`src/rtl/mdu_hilo.sv`:
```
// mdu_hilo: iterative multiply/divide unit with architectural HI/LO registers.
//
// A MULT/MULTU/DIV/DIVU sampled on start runs through 32 shift-add or
// restoring shift-subtract steps on operand magnitudes. A final FIX cycle
// applies sign correction and writes HI/LO. MTHI/MTLO write HI/LO directly
// while the unit is idle.
//
// Ports:
//   clk          rising-edge clock
//   rst          synchronous, active-high reset (priority over everything)
//   start        launch op on a/b (sampled only in IDLE)
//   op           00 MULT, 01 MULTU, 10 DIV, 11 DIVU
//   a, b         rs / rt operands
//   mthi, mtlo   write wdata to HI / LO (idle and no start only)
//   wdata        MTHI/MTLO data
//   busy         operation in progress (registered)
//   done         one-cycle pulse, new hi/lo valid this cycle
//   hi, lo       architectural HI / LO registers
//   dbg_state_o  current FSM state (0 IDLE, 1 RUN, 2 FIX)
//
// Handshake: start is a single-cycle request that is accepted only when
// busy=0. It is not queued. The result is valid in the cycle done=1, and
// hi/lo keep that result until the next FIX, MTHI/MTLO or reset.
module mdu_hilo #(
  parameter int WIDTH = 32
) (
  input  logic             clk,
  input  logic             rst,
  input  logic             start,
  input  logic [1:0]       op,
  input  logic [WIDTH-1:0] a,
  input  logic [WIDTH-1:0] b,
  input  logic             mthi,
  input  logic             mtlo,
  input  logic [WIDTH-1:0] wdata,
  output logic             busy,
  output logic             done,
  output logic [WIDTH-1:0] hi,
  output logic [WIDTH-1:0] lo,
  output logic [1:0]       dbg_state_o
);

  typedef enum logic [1:0] {
    S_IDLE = 2'd0,
    S_RUN  = 2'd1,
    S_FIX  = 2'd2
  } state_e;

  state_e      state_q, state_d;
  logic [4:0]  cnt_q, cnt_d;
  // Multiply: acc = {partial product, remaining multiplier bits}.
  // Divide:   acc = {partial remainder, dividend bits / quotient bits}.
  logic [63:0] acc_q, acc_d;
  logic [31:0] opnd_q, opnd_d;       // multiplicand or divisor magnitude
  logic        is_div_q, is_div_d;
  logic        neg_q, neg_d;         // negate product / quotient
  logic        rneg_q, rneg_d;       // negate remainder
  logic        dvz_q, dvz_d;         // divisor was zero
  logic        busy_q, busy_d;
  logic        done_q, done_d;
  logic [31:0] hi_q, hi_d;
  logic [31:0] lo_q, lo_d;

  // Operand magnitudes at launch
  logic        signed_op;
  logic [31:0] abs_a, abs_b;

  // Datapath step results
  logic [32:0] mul_sum;
  logic [63:0] mul_next;
  logic [32:0] div_shift;
  logic [33:0] div_trial;
  logic [63:0] div_next;

  // Sign-corrected results
  logic [63:0] prod_fix;
  logic [31:0] quo_fix, rem_fix;

  always_comb begin
    signed_op = ~op[0];
    abs_a     = (signed_op && a[31]) ? (~a + 32'd1) : a;
    abs_b     = (signed_op && b[31]) ? (~b + 32'd1) : b;

    // Shift-add: add multiplicand when the current multiplier LSB is set,
    // then shift the whole accumulator right (carry enters at bit 63).
    mul_sum  = {1'b0, acc_q[63:32]} + {1'b0, (acc_q[0] ? opnd_q : 32'd0)};
    mul_next = {mul_sum, acc_q[31:1]};

    // Restoring divide: shift the next dividend bit into the remainder and
    // keep the subtraction only if it did not go negative.
    div_shift = {acc_q[63:32], acc_q[31]};
    div_trial = {1'b0, div_shift} - {2'b00, opnd_q};
    if (!div_trial[33]) begin
      div_next = {div_trial[31:0], acc_q[30:0], 1'b1};
    end else begin
      div_next = {div_shift[31:0], acc_q[30:0], 1'b0};
    end

    prod_fix = neg_q  ? (~acc_q + 64'd1) : acc_q;
    quo_fix  = neg_q  ? (~acc_q[31:0] + 32'd1) : acc_q[31:0];
    rem_fix  = rneg_q ? (~acc_q[63:32] + 32'd1) : acc_q[63:32];
  end

  always_comb begin
    state_d  = state_q;
    cnt_d    = cnt_q;
    acc_d    = acc_q;
    opnd_d   = opnd_q;
    is_div_d = is_div_q;
    neg_d    = neg_q;
    rneg_d   = rneg_q;
    dvz_d    = dvz_q;
    hi_d     = hi_q;
    lo_d     = lo_q;
    done_d   = 1'b0;

    unique case (state_q)
      S_IDLE: begin
        if (start) begin
          state_d  = S_RUN;
          cnt_d    = 5'd0;
          is_div_d = op[1];
          acc_d    = {32'd0, (op[1] ? abs_a : abs_b)};
          opnd_d   = op[1] ? abs_b : abs_a;
          neg_d    = signed_op & (a[31] ^ b[31]);
          rneg_d   = signed_op & op[1] & a[31];
          dvz_d    = op[1] & (b == 32'd0);
        end else begin
          if (mthi) hi_d = wdata;
          if (mtlo) lo_d = wdata;
        end
      end
      S_RUN: begin
        acc_d = is_div_q ? div_next : mul_next;
        cnt_d = cnt_q + 5'd1;
        if (cnt_q == 5'd31) state_d = S_FIX;
      end
      S_FIX: begin
        state_d = S_IDLE;
        done_d  = 1'b1;
        if (is_div_q) begin
          // With a zero divisor every trial succeeds, so the remainder ends
          // as |a|; sign correction restores the original a into HI.
          lo_d = dvz_q ? 32'hFFFF_FFFF : quo_fix;
          hi_d = rem_fix;
        end else begin
          lo_d = prod_fix[31:0];
          hi_d = prod_fix[63:32];
        end
      end
      default: state_d = S_IDLE;
    endcase

    busy_d = (state_d != S_IDLE);
  end

  always_ff @(posedge clk) begin
    if (rst) begin
      state_q  <= S_IDLE;
      cnt_q    <= 5'd0;
      acc_q    <= 64'd0;
      opnd_q   <= 32'd0;
      is_div_q <= 1'b0;
      neg_q    <= 1'b0;
      rneg_q   <= 1'b0;
      dvz_q    <= 1'b0;
      busy_q   <= 1'b0;
      done_q   <= 1'b0;
      hi_q     <= 32'd0;
      lo_q     <= 32'd0;
    end else begin
      state_q  <= state_d;
      cnt_q    <= cnt_d;
      acc_q    <= acc_d;
      opnd_q   <= opnd_d;
      is_div_q <= is_div_d;
      neg_q    <= neg_d;
      rneg_q   <= rneg_d;
      dvz_q    <= dvz_d;
      busy_q   <= busy_d;
      done_q   <= done_d;
      hi_q     <= hi_d;
      lo_q     <= lo_d;
    end
  end

  assign busy        = busy_q;
  assign done        = done_q;
  assign hi          = hi_q;
  assign lo          = lo_q;
  assign dbg_state_o = state_q;

endmodule

```
`config.mk`:
```
export PLATFORM = sky130hd
export DESIGN_NAME = mdu_hilo
export DESIGN_NICKNAME = d
export VERILOG_FILES = /design/src/rtl/mdu_hilo.sv
export SDC_FILE = /design/constraint.sdc
export NUM_CORES = 1
export LEC_CHECK = 0
export CAP_MARGIN = 5
export CORE_MARGIN = 8
export CORE_UTILIZATION = 45
export DETAILED_ROUTE_END_ITERATION = 10
export GPL_TIMING_DRIVEN = 0
export PLACE_DENSITY_LB_ADDON = 0.12
export SYNTH_ARGS = -nofsm -noshare
export SYNTH_HDL_FRONTEND = slang
export SYNTH_SLANG_ARGS = --single-unit
```
`constraint.sdc`:
```
create_clock -name clk -period 2.9 [get_ports clk]
set_input_delay 0.58 -clock clk [delete_from_list [all_inputs] [get_ports clk]]
set_output_delay 0.58 -clock clk [all_outputs]
set_load 0.02 [all_outputs]
```
Word level (Yosys, flattened, before mapping)
Cells that the tools add are included.
{"block": "word_totals", "reg_bits": 173, "out_inout_bits": 68}
{"block": "op_classes", "reduce_logical": 11, "n_eq_ne": 7, "add_sub_neg": 8, "n_bitwise": 11, "mux": 27}
{"op": "$mux W32", "count": 14}
{"op": "$mux W64", "count": 4}
{"op": "$add A32 B1 Y32 const B", "count": 4}
{"op": "$not A32 Y32", "count": 4}
{"op": "$pmux W32 S2", "count": 2}
{"op": "$pmux W64 S2", "count": 1}
{"op": "$add A64 B1 Y64 const B", "count": 1}
{"op": "$not A64 Y64", "count": 1}
{"op": "$sub A33 B32 Y34", "count": 1}
{"op": "$add A32 B32 Y33", "count": 1}
{"op": "$logic_not A32 Y1", "count": 1}
{"op": "$pmux W5 S2", "count": 1}
{"op": "$ne A2 B2 Y1 const B", "count": 4}
{"op": "$reduce_and A3 Y1", "count": 2}
{"op": "$reduce_bool A2 Y1", "count": 3}
{"op": "$add A5 B1 Y5 const B", "count": 1}
{"op": "$eq A5 B5 Y1 const B", "count": 1}
{"op": "$mux W5", "count": 1}
{"op": "$and A1 B1 Y1", "count": 4}
{"op": "$mux W2", "count": 2}
{"op": "$pmux W2 S2", "count": 1}
{"op": "$reduce_and A2 Y1", "count": 2}
{"op": "$eq A2 B1 Y1 const B", "count": 1}
{"op": "$eq A2 B2 Y1 const B", "count": 1}
{"op": "other kinds (5)", "count": 6}

Logic depth before layout (Yosys ltp)
Gate-level depths: netlist of run 1.
{"block": "depth", "depth_word": 6, "mapped_depth": 14, "mapped_depth_nobuf": 13}

Worst setup path after synthesis of run 1
OpenSTA, ideal clock, no wires.
{"block": "synth_path", "path_kind": "register -> register", "from": "register acc_q[0]", "to": "register acc_q[59]", "required_ps": 2771, "path_stages_with_launch": 14, "setup_time_ps": 129, "slack_ps": -152, "arrival_ps": 2923, "period_less_slack_ps": 3052, "path_buffers": 1, "cell_sequence": "dfxtp_1 > inv_1 > clkbuf_1 > nor2_1 > ha_1 > nand2_1 > or3_1 > a211oi_1 > o31ai_1 > a211oi_1 > a41oi_1 > o21ai_1 > xnor2_1 > o211ai_1"}
{"block": "synth_between", "elab_chain_len": 4}
{"item": "start, declared", "line_no": "53", "source": "logic [63:0] acc_q, acc_d;"}
{"item": "start signal, assigned", "line_no": "161", "source": "acc_q <= 64'd0;"}
{"item": "start signal, assigned", "line_no": "174", "source": "acc_q <= acc_d;"}
{"item": "$mux W32", "line_no": "86", "source": "mul_sum = {1'b0, acc_q[63:32]} + {1'b0, (acc_q[0] ? opnd_q : 32'd0)};"}
{"item": "$add A32 B32 Y33", "line_no": "86"}
{"item": "$mux W64", "line_no": "134", "source": "acc_d = is_div_q ? div_next : mul_next;"}
{"item": "$pmux W64 S2", "line_no": "117", "source": "unique case (state_q)"}
Every way passes these cells.
A chain may end at the register's enable or synchronous reset.

Final worst setup path of run 1
Same ends and word-level chain as after synthesis.

==> results.sh, run 1 <==
export IMPL_cp_max_fo=4
export IMPL_synth_common_cells="nor2_1 (232), dfxtp_1 (173), nand2_1 (148), a21oi_1 (142), mux2i_1 (131)"
export IMPL_synth_most_common_cell="nor2_1"
export IMPL_worstPathCellList="buf_4, and2_4, ha_4, inv_1, fa_2, nand2b_4, a21o_1, a211oi_4, o31ai_4, a211oi_2, a41oi_2, o21ai_2, xnor2_1, o211ai_1"
export IMPL_numClockSinks=173
export IMPL_synthCells=1915
export IMPL_htreeDepth=4
export IMPL_seqPwrFrac=0.341
export IMPL_drc_errors=0
export IMPL_cp_num_buf_inv=2
export IMPL_ys_types=75
export IMPL_period_needed_ns=3.194
export IMPL_setup_viol=20
export IMPL_dieWidth_um=196.0
export IMPL_status="complete, but fails checks"
export IMPL_ys_seq_area_frac=0.2376
export IMPL_avgRoutedWirePerCell_um=23.62
export IMPL_slowest_delay_ns=0.38
export IMPL_clockRootBuffer="clkbuf_16"
export IMPL_yosysTopAreaCell="dfxtp_1"
export IMPL_min_to="opnd_q[12]"
export IMPL_violations="setup timing"
export IMPL_core_um2=32210
export IMPL_cts_tree="built"
export IMPL_layout_nets=2351
export IMPL_synthFlopType="dfxtp_1"
export IMPL_hpwlAfterDp_um=47760
export IMPL_hold_viol=0
export IMPL_avgSynthCellArea_um2=7.611
export IMPL_start_kind="flip-flop"
export IMPL_tightest_slew_ns=0.9508
export IMPL_vdd_drop_max_uv=437.4
export IMPL_p_per_area_nw_per_um2=403.1
export IMPL_final_util=0.6001
export IMPL_synth_seq_cells=173
export IMPL_clock_skew_ns=0.01898
export IMPL_globalRouteOverflowTotal=0
export IMPL_drtIter0Drc=1510
export IMPL_worst_setup_path_type="flip-flop to flip-flop"
export IMPL_first_global_vias=14940
export IMPL_relSlewSlack=0.3612
export IMPL_ctsHoldBuffers=0
export IMPL_fmax_mhz=313.1
export IMPL_hold_slack_ns=0.4568
export IMPL_start_util=0.4526
export IMPL_combPwrFrac=0.348
export IMPL_internal_power_mw=4.889
export IMPL_ant_nets=0
export IMPL_rsz0062_at_grt="yes"
export IMPL_synthTopCellsByArea="dfxtp_1 (24%), mux2i_1 (9.0%), ha_1 (6.0%)"
export IMPL_cts_inserted_buffers=17
export IMPL_worstPathRequired_ns=3.22
export IMPL_worstRegToRegCells=14
export IMPL_port_buffers=169
export IMPL_netlist_area_leader_share=0.2376
export IMPL_hold_class="flip-flop to flip-flop"
export IMPL_p_leak_nw=7.688
export IMPL_dp_cells=2492
export IMPL_fin_crit_sh=1.101
export IMPL_gp_congestion=0.9689
export IMPL_clock_latency_ns=0.46
export IMPL_grtUsageTotal=0.2986
export IMPL_p_clk_frac=0.311
export IMPL_grt_pass1_wl_um=89580
export IMPL_wl_um=61350
export IMPL_num_vias=16060
export IMPL_hold_path_depth=2
export IMPL_cp_top_family="compound AO/OA/AOI/OAI gates"
export IMPL_ys_warn_count=0
export IMPL_vias_per_cell=6.186
export IMPL_grt_max_degree=18
export IMPL_syn2layout_area_growth_pct=32.59
export IMPL_timing_rr_end="acc_q[59]"
export IMPL_instances_no_fill=2597
export IMPL_ys_async_sr_fraction=0
export IMPL_grt_antenna_before_repair=0
export IMPL_swShare=0.3724
export IMPL_finalMaxSlewViolations=0
export IMPL_end_kind="flip-flop"
export IMPL_clkTransAtPathRegs_ns=0.07
export IMPL_netlist_area_um2=14580
export IMPL_fp_dieH_um=196.0
export IMPL_diodes=0
export IMPL_reg2reg_setup_slack_ns=-0.29
export IMPL_dr_pass1_iters=5
export IMPL_ios=171
export IMPL_critPathArrivalTime_ns=3.51
export IMPL_p_switching_mw=2.901
export IMPL_setup_ws_ns=-0.2937
export IMPL_syn_num_nets=2090
export IMPL_fp_dieArea_um2=38400
export IMPL_drv_cap=0
export IMPL_r2r_start="acc_q[0]"
export IMPL_synth_edff_count=0
export IMPL_rows=66
export IMPL_cpMaxStageDelayCell="dfxtp_4"
export IMPL_clk_path_buf_depth=2
export IMPL_worstHoldStart="opnd_q[12]"
export IMPL_drive_above_1_share=0.1622
## through the flow
| stage | setup slack [ns] | instance area (µm²) | TNS, ns | total power [mW] |
|---|---|---|---|---|
| after floorplan | 0.03823 | 14590 | 0 | 4.119 |
| after global placement | -1.019 | 16790 | -68.87 | 4.976 |
| after detailed placement | -1.053 | 16790 | -72.92 | 4.993 |
| after CTS | -0.1807 | 18330 | -2.117 | 7.504 |
| after global routing | -0.3325 | 19330 | -4.736 | 8.047 |
| final | -0.2937 | 19330 | -2.803 | 7.791 |
## cell families (layout without fill, tap and decap cells)
group / Yosys count / in the layout / synth area share
flops: 173 / 173 / 0.2376
buf+inv: 194 / 468 / 0.05228
mux: 137 / 137 / 0.09460
xor+xnor: 172 / 172 / 0.1034
fa+ha+maj: 72 / 72 / 0.06284
simple gates: 612 / 612 / 0.1985
compound gates: 555 / 555 / 0.2508
## how the worst max path moves through the flow
stage | slack (ns) | end | startpoint | cells after the start
final | -0.29 | acc_q[59] | acc_q[0] | 14
after global routing | -0.33 | acc_q[62] | acc_q[0] | 14
after CTS | -0.18 | acc_q[62] | acc_q[0] | 13
after detailed placement | -1.05 | acc_q[53] | acc_q[58] | 9
after global placement | -1.02 | acc_q[52] | acc_q[58] | 9
after floorplan | 0.04 | acc_q[59] | acc_q[0] | 13
## sequential cells by signal (all words and copies together), names as in the netlist
signal,cells
dbg_state_o,2
is_div_q,1
hi,32
rneg_q,1
acc_q,64
dvz_q,1
busy,1
done,1
lo,32
neg_q,1
opnd_q,32
cnt_q,5
## timing repair
action	4_1_cts	5_1_grt
gates resized for setup	157	171
endpoints found under the setup margin	94	103
pin swaps	68	80
buffers inserted	38	43
gates cloned	2	1
## power groups by stage
stage | clock [mW] | sequential, mW | combinational, mW
finish | 2.42 | 2.66 | 2.71
global route | 2.51 | 2.67 | 2.87
CTS | 2.40 | 2.65 | 2.45
detailed placement | 0 | 2.70 | 2.29
global placement | 0 | 2.70 | 2.28
floorplan | 0 | 2.71 | 1.41
## cells in the final DEF, fill, tap and decap left out, types with 48 or more instances in the layout
cell / n
nor2_1: 215
clkdlybuf4s50_1: 162
dfxtp_1: 144
nand2_1: 141
mux2i_1: 129
a21oi_1: 124
xor2_1: 87
o21ai_0: 85
clkbuf_1: 84
xnor2_1: 78
buf_4: 76
inv_1: 66
nor3_1: 50
a211oi_1: 48
## final cells by class
class	count	area, µm²
sequential	173	3525
fill	2999	12880
timing repair buffer	253	2397
tap	408	510.5
multi-input combinational	1548	11470
clock buffer	19	452.9
inverter	71	270.3
buffer	112	556.8
clock inverter	13	146.4
## worst register-to-register path: cells and delay by family (launching register included)
family	cells	cell delay [ns]
compound gates	7	1.57
fa+ha+maj	2	0.48
flops	1	0.38
simple gates	2	0.30
buf+inv	2	0.17
xor+xnor	1	0.15
## layer usage
| layer | part of all wire | GRT usage |
|---|---|---|
| met1 | 0.44 | 0.4074 |
| met2 | 0.45 | 0.4729 |
| met3 | 0.078 | 0.04181 |
| met4 | 0.040 | 0.1103 |
| met5 | 0 | 0 |
(Power assumes the default switching activity.)
==> run 2: changes to the inputs <==
- CORE_UTILIZATION: 45 -> 52
- SLEW_MARGIN: unset -> 20
==> run 2 against run 1 <==
  * Highest routed layer is now met5
  * Largest power group unchanged
  * Total power increased by 1.1%
  * Clock power about the same
  * Critical path depth decreased by 1
  * Worst setup slack improved by 0.11 ns
  * Combinational power increased by 2%
  * The run still ends with setup timing left
  * Critical path type unchanged
  * Via count increased by 3.0%
  * Cell area about the same
  * First-iteration DRC count increased by 47%
==> results.sh, run 2 (same netlist as run 1, synthesis figures left out) <==
export IMPL_ant_nets=0
export IMPL_p_leak_nw=7.644
export IMPL_gp_congestion=1.019
export IMPL_grt_antenna_before_repair=1
export IMPL_largest_reg_flops=64
export IMPL_wl_um=60950
export IMPL_globalRouteOverflowTotal=0
export IMPL_multi_input_area_um2=11550
export IMPL_slowest_delay_ns=0.42
export IMPL_status="complete, but fails checks"
export IMPL_cts_inserted_buffers=17
export IMPL_rsz0062_at_grt="yes"
export IMPL_first_global_vias=15110
export IMPL_start_util=0.5261
export IMPL_violations="setup timing"
export IMPL_clk_path_buf_depth=2
export IMPL_instances_no_fill=2554
export IMPL_syn2layout_area_growth_pct=32.54
export IMPL_path_depth=13
export IMPL_drive_above_1_share=0.1668
export IMPL_drtIter0Drc=2221
export IMPL_core_um2=27710
export IMPL_grt_max_degree=22
export IMPL_start_kind="flip-flop"
export IMPL_end_kind="flip-flop"
export IMPL_dieWidth_um=183.4
export IMPL_hold_viol=0
export IMPL_grtUsageTotal=0.3409
export IMPL_worstPathRequired_ns=3.22
export IMPL_fp_dieH_um=183.4
export IMPL_dp_cells=2462
export IMPL_layout_nets=2338
export IMPL_worst_setup_path_type="flip-flop to flip-flop"
export IMPL_critPathArrivalTime_ns=3.41
export IMPL_final_cell_mix="nor2_1 (220), clkdlybuf4s50_1 (165), nand2_1 (140), dfxtp_1 (134), mux2i_1 (131)"
export IMPL_worstRegToRegCells=13
export IMPL_num_vias=16540
export IMPL_cpMaxStageDelayCell="dfxtp_4"
export IMPL_dr_pass1_iters=8
export IMPL_diodes=0
export IMPL_cp_max_fo=4
export IMPL_cts_tree="built"
export IMPL_worstPathCellList="and2_4, ha_4, inv_2, fa_2, nand2b_4, a21o_4, a211oi_4, o31ai_4, a211oi_2, a41oi_2, o21ai_2, xnor2_2, o211ai_1"
export IMPL_clkTransAtPathRegs_ns=0.08
export IMPL_drc_errors=0
export IMPL_fin_crit_sh=1.064
export IMPL_p_per_area_nw_per_um2=407.6
export IMPL_layout_commonest_cell="nor2_1"
export IMPL_clock_latency_ns=0.45
export IMPL_grt_pass1_wl_um=89960
export IMPL_hold_class="flip-flop to flip-flop"
export IMPL_cp_top_family="compound AO/OA/AOI/OAI gates"
export IMPL_ios=171
export IMPL_drv_cap=0
export IMPL_port_buffers=169
export IMPL_hpwlAfterDp_um=46840
export IMPL_period_needed_ns=3.084
export IMPL_vdd_drop_max_uv=344.0
export IMPL_vias_per_cell=6.476
export IMPL_rows=61
export IMPL_avgRoutedWirePerCell_um=23.86
export IMPL_clock_skew_ns=0.01992
export IMPL_clockRootBuffer="clkbuf_16"
export IMPL_setup_viol=20
export IMPL_cp_num_buf_inv=1
export IMPL_register_area_um2=3540
export IMPL_htreeDepth=4
export IMPL_fillers=2275
export IMPL_setup_ws_ns=-0.1844
export IMPL_fp_dieArea_um2=33640
export IMPL_tightest_slew_ns=1.277
export IMPL_final_util=0.6972
export IMPL_hold_path_depth=2
export IMPL_relSlewSlack=0.1421
export IMPL_tns_ns=-1.225
export IMPL_finalMaxSlewViolations=0
export IMPL_fmax_mhz=324.2
export IMPL_numClockSinks=173
export IMPL_largest_register="acc_q"
run 2: tightest hold or removal path, delay by kind of cell (launching register included):
family	cells	cell delay (ns)
flops	1	0.31
simple gates	1	0.05
compound gates	1	0.05
run 2: stage by stage:
| stage | hold WS (ns) | total power [mW] | cell area, µm² | setup slack, ns |
|---|---|---|---|---|
| floorplan | 0.4319 | 4.119 | 14590 | 0.03823 |
| CTS | 0.4621 | 7.566 | 18350 | -0.1108 |
| global placement | 0.4420 | 4.975 | 16750 | -1.327 |
| global route | 0.4856 | 8.110 | 19320 | -0.2606 |
| detailed placement | 0.4475 | 4.999 | 16760 | -1.366 |
| finish | 0.4583 | 7.873 | 19320 | -0.1844 |
run 2: final timing paths:
kind	from	endpoint	slack [ns]
worst max-delay path	acc_q[0]	acc_q[59]	-0.18
worst min-delay path	opnd_q[10]	opnd_q[10]	0.46
worst max register to register	acc_q[0]	acc_q[59]	-0.18
worst min register to register	opnd_q[10]	opnd_q[10]	0.46
run 2: per-layer routing:
layer  wire (µm)  track usage
met1       25840       0.4802
met2       26310       0.5135
met3        6678      0.06462
met4        2096       0.1132
met5          13            0
run 2: cell type report:
class / count / area share
multi-input cells: 1548 / 0.5977
inverters: 71 / 0.01431
clock buffers: 17 / 0.02202
well taps: 378 / 0.02448
flip-flops and latches: 173 / 0.1832
repair buffers: 240 / 0.1196
clock inverters: 15 / 0.01049
plain buffers: 112 / 0.02818
run 2: what timing repair did:
action                     CTS  global route
hold buffers                 0             0
cloned                       1             3
setup endpoints to repair   87            81
hold endpoints to repair     0             0
pin swaps                   54            74
resized for setup          184           162
setup buffers               31            38
run 2: where the power goes:
part	internal, mW	total [mW]	switching, mW
sequential	2.51	2.67	0.160
clock	1.20	2.44	1.25
combinational	1.12	2.76	1.63
total	4.83	7.87	3.04
==> run 3: changes to the inputs <==
- GPL_ROUTABILITY_DRIVEN: unset -> 0
==> run 3 against run 2 <==
  * The flow still finishes with violations (setup timing)
  * Critical path depth is 1 higher
  * Register-to-register slack worse by 0.096 ns
  * Count of clock-buffer cells in the layout unchanged
  * Non-clock buffer count up 11
  * Sequential power barely moved
  * Combinational power down 5%
  * Global-route usage decreased by 1.1 points
  * Largest cell class unchanged
==> results.sh, run 3 (same netlist as run 1, synthesis figures left out) <==
export IMPL_status="complete, but fails checks"
export IMPL_violations="setup timing"
export IMPL_met2_usage=0.4968
export IMPL_relSlewSlack=0.2331
export IMPL_port_buffers=169
export IMPL_p_total_mw=7.742
export IMPL_worstPathRequired_ns=3.18
export IMPL_drc_errors=0
export IMPL_met3_usage=0.06403
export IMPL_dieWidth_um=183.4
export IMPL_avgRoutedWirePerCell_um=23.33
export IMPL_final_util=0.6986
export IMPL_grt_antenna_before_repair=1
export IMPL_globalRouteOverflowTotal=0
export IMPL_cts_inserted_buffers=17
export IMPL_wl_um=59840
export IMPL_worst_setup_path_type="flip-flop to flip-flop"
export IMPL_setup_viol=20
export IMPL_grtUsageTotal=0.3295
export IMPL_grt_busiest_layer="met2"
export IMPL_drive_above_1_share=0.1692
export IMPL_syn2layout_area_growth_pct=32.79
export IMPL_cts_tree="built"
export IMPL_dr_pass1_iters=6
export IMPL_setup_ws_ns=-0.2805
export IMPL_rows=61
export IMPL_hold_viol=0
export IMPL_register_area_um2=3521
export IMPL_fmax_mhz=314.4
export IMPL_start_kind="flip-flop"
export IMPL_reg2reg_setup_slack_ns=-0.28
export IMPL_num_vias=16700
export IMPL_grt_pass1_wl_um=87470
export IMPL_drv_cap=0
export IMPL_final_cell_mix="nor2_1 (217), clkdlybuf4s50_1 (166), nand2_1 (144), dfxtp_1 (143), mux2i_1 (130)"
export IMPL_numClockSinks=173
export IMPL_rsz0062_at_grt="yes"
export IMPL_grt_max_degree=20
export IMPL_htreeDepth=4
export IMPL_first_global_vias=15210
export IMPL_vdd_drop_max_uv=459.7
export IMPL_fillers=2175
export IMPL_fin_crit_sh=1.097
export IMPL_core_um2=27710
export IMPL_worstRegToRegCells=14
export IMPL_hpwlAfterDp_um=44900
export IMPL_cp_max_fo=5
export IMPL_drtIter0Drc=2149
export IMPL_met1_usage=0.4462
export IMPL_hold_class="flip-flop to flip-flop"
export IMPL_start_util=0.5261
export IMPL_p_per_area_nw_per_um2=400.0
export IMPL_p_leak_nw=7.690
export IMPL_largest_reg_flops=64
export IMPL_layout_commonest_cell="nor2_1"
export IMPL_diodes=0
export IMPL_hold_path_depth=2
export IMPL_fp_dieH_um=183.4
export IMPL_clk_path_buf_depth=2
export IMPL_clkTransAtPathRegs_ns=0.07
export IMPL_tightest_slew_ns=1.142
export IMPL_hold_slack_ns=0.4903
export IMPL_period_needed_ns=3.181
export IMPL_clock_latency_ns=0.46
export IMPL_clock_skew_ns=0.01539
export IMPL_critPathArrivalTime_ns=3.46
export IMPL_layout_nets=2349
export IMPL_ant_nets=0
export IMPL_finalMaxSlewViolations=0
export IMPL_clockRootBuffer="clkbuf_16"
export IMPL_vias_per_cell=6.510
export IMPL_largest_register="acc_q"
export IMPL_fp_dieArea_um2=33640
export IMPL_multi_input_area_um2=11590
export IMPL_ios=171
export IMPL_end_kind="flip-flop"
==> run 3: cell count changes in the layout (fill, tap and decap cells not counted), sizes merged <==
cell	previous run	this run
inv	79	78
clkdlybuf4s50	165	166
bufinv	0	1
buf	87	98
dlymetal6s2s	4	3
==> run 3: critical path: stages, from the launching register on <==
cell	delay (ns)
dfxtp_4	0.39
buf_4	0.18
nand2_2	0.09
inv_1	0.05
ha_1	0.30
a211oi_2	0.33
o211ai_1	0.17
nand4_1	0.14
buf_6	0.14
a21oi_4	0.08
a211o_1	0.28
a21o_1	0.21
a41oi_2	0.32
xor2_1	0.22
a311oi_1	0.11
==> run 3: layout make-up <==
cell class	instances	area share
Timing Repair Buffer	249	0.1204
Sequential cell	173	0.1819
Buffer	114	0.02780
Multi-Input combinational cell	1548	0.5989
Inverter	71	0.01442
Tap cell	378	0.02444
Clock inverter	15	0.01015
Clock buffer	17	0.02198
==> run 3: timing repair <==
action,in CTS,in global routing
hold buffers,0,0
buffers inserted,35,45
endpoints found under the setup margin,86,84
pin swaps,62,96
gates cloned,0,1
resized for setup,131,204
==> run 3: layer usage <==
metal | share of wire | routed length (µm)
met5 | 0.00023 | 14
met4 | 0.050 | 2985
met3 | 0.12 | 7089
met2 | 0.43 | 25590
met1 | 0.40 | 24160
==> run 3: worst paths after layout <==
kind                                  from    endpoint
worst max register to register    acc_q[0]   acc_q[62]
worst min register to register  opnd_q[13]  opnd_q[13]
worst min-delay path            opnd_q[13]  opnd_q[13]
worst max-delay path              acc_q[0]   acc_q[62]
==> run 3: metrics by stage <==
stage	instances	instance area (µm²)	TNS, ns	setup slack [ns]
6_report	2565	19350	-2.231	-0.2805
5_1_grt	2565	19350	-5.103	-0.3682
4_1_cts	2526	18170	-1.283	-0.2147
3_5_place_dp	2462	16760	-65.51	-1.096
3_3_place_gp	2462	16750	-62.15	-1.102
2_1_floorplan	1915	14590	0	0.03823
==> run 3: report_power, final <==
part | switching, mW | internal, mW
Combinational | 1.56 | 1.06
Clock | 1.20 | 1.25
Sequential | 0.158 | 2.51
Total | 2.92 | 4.83
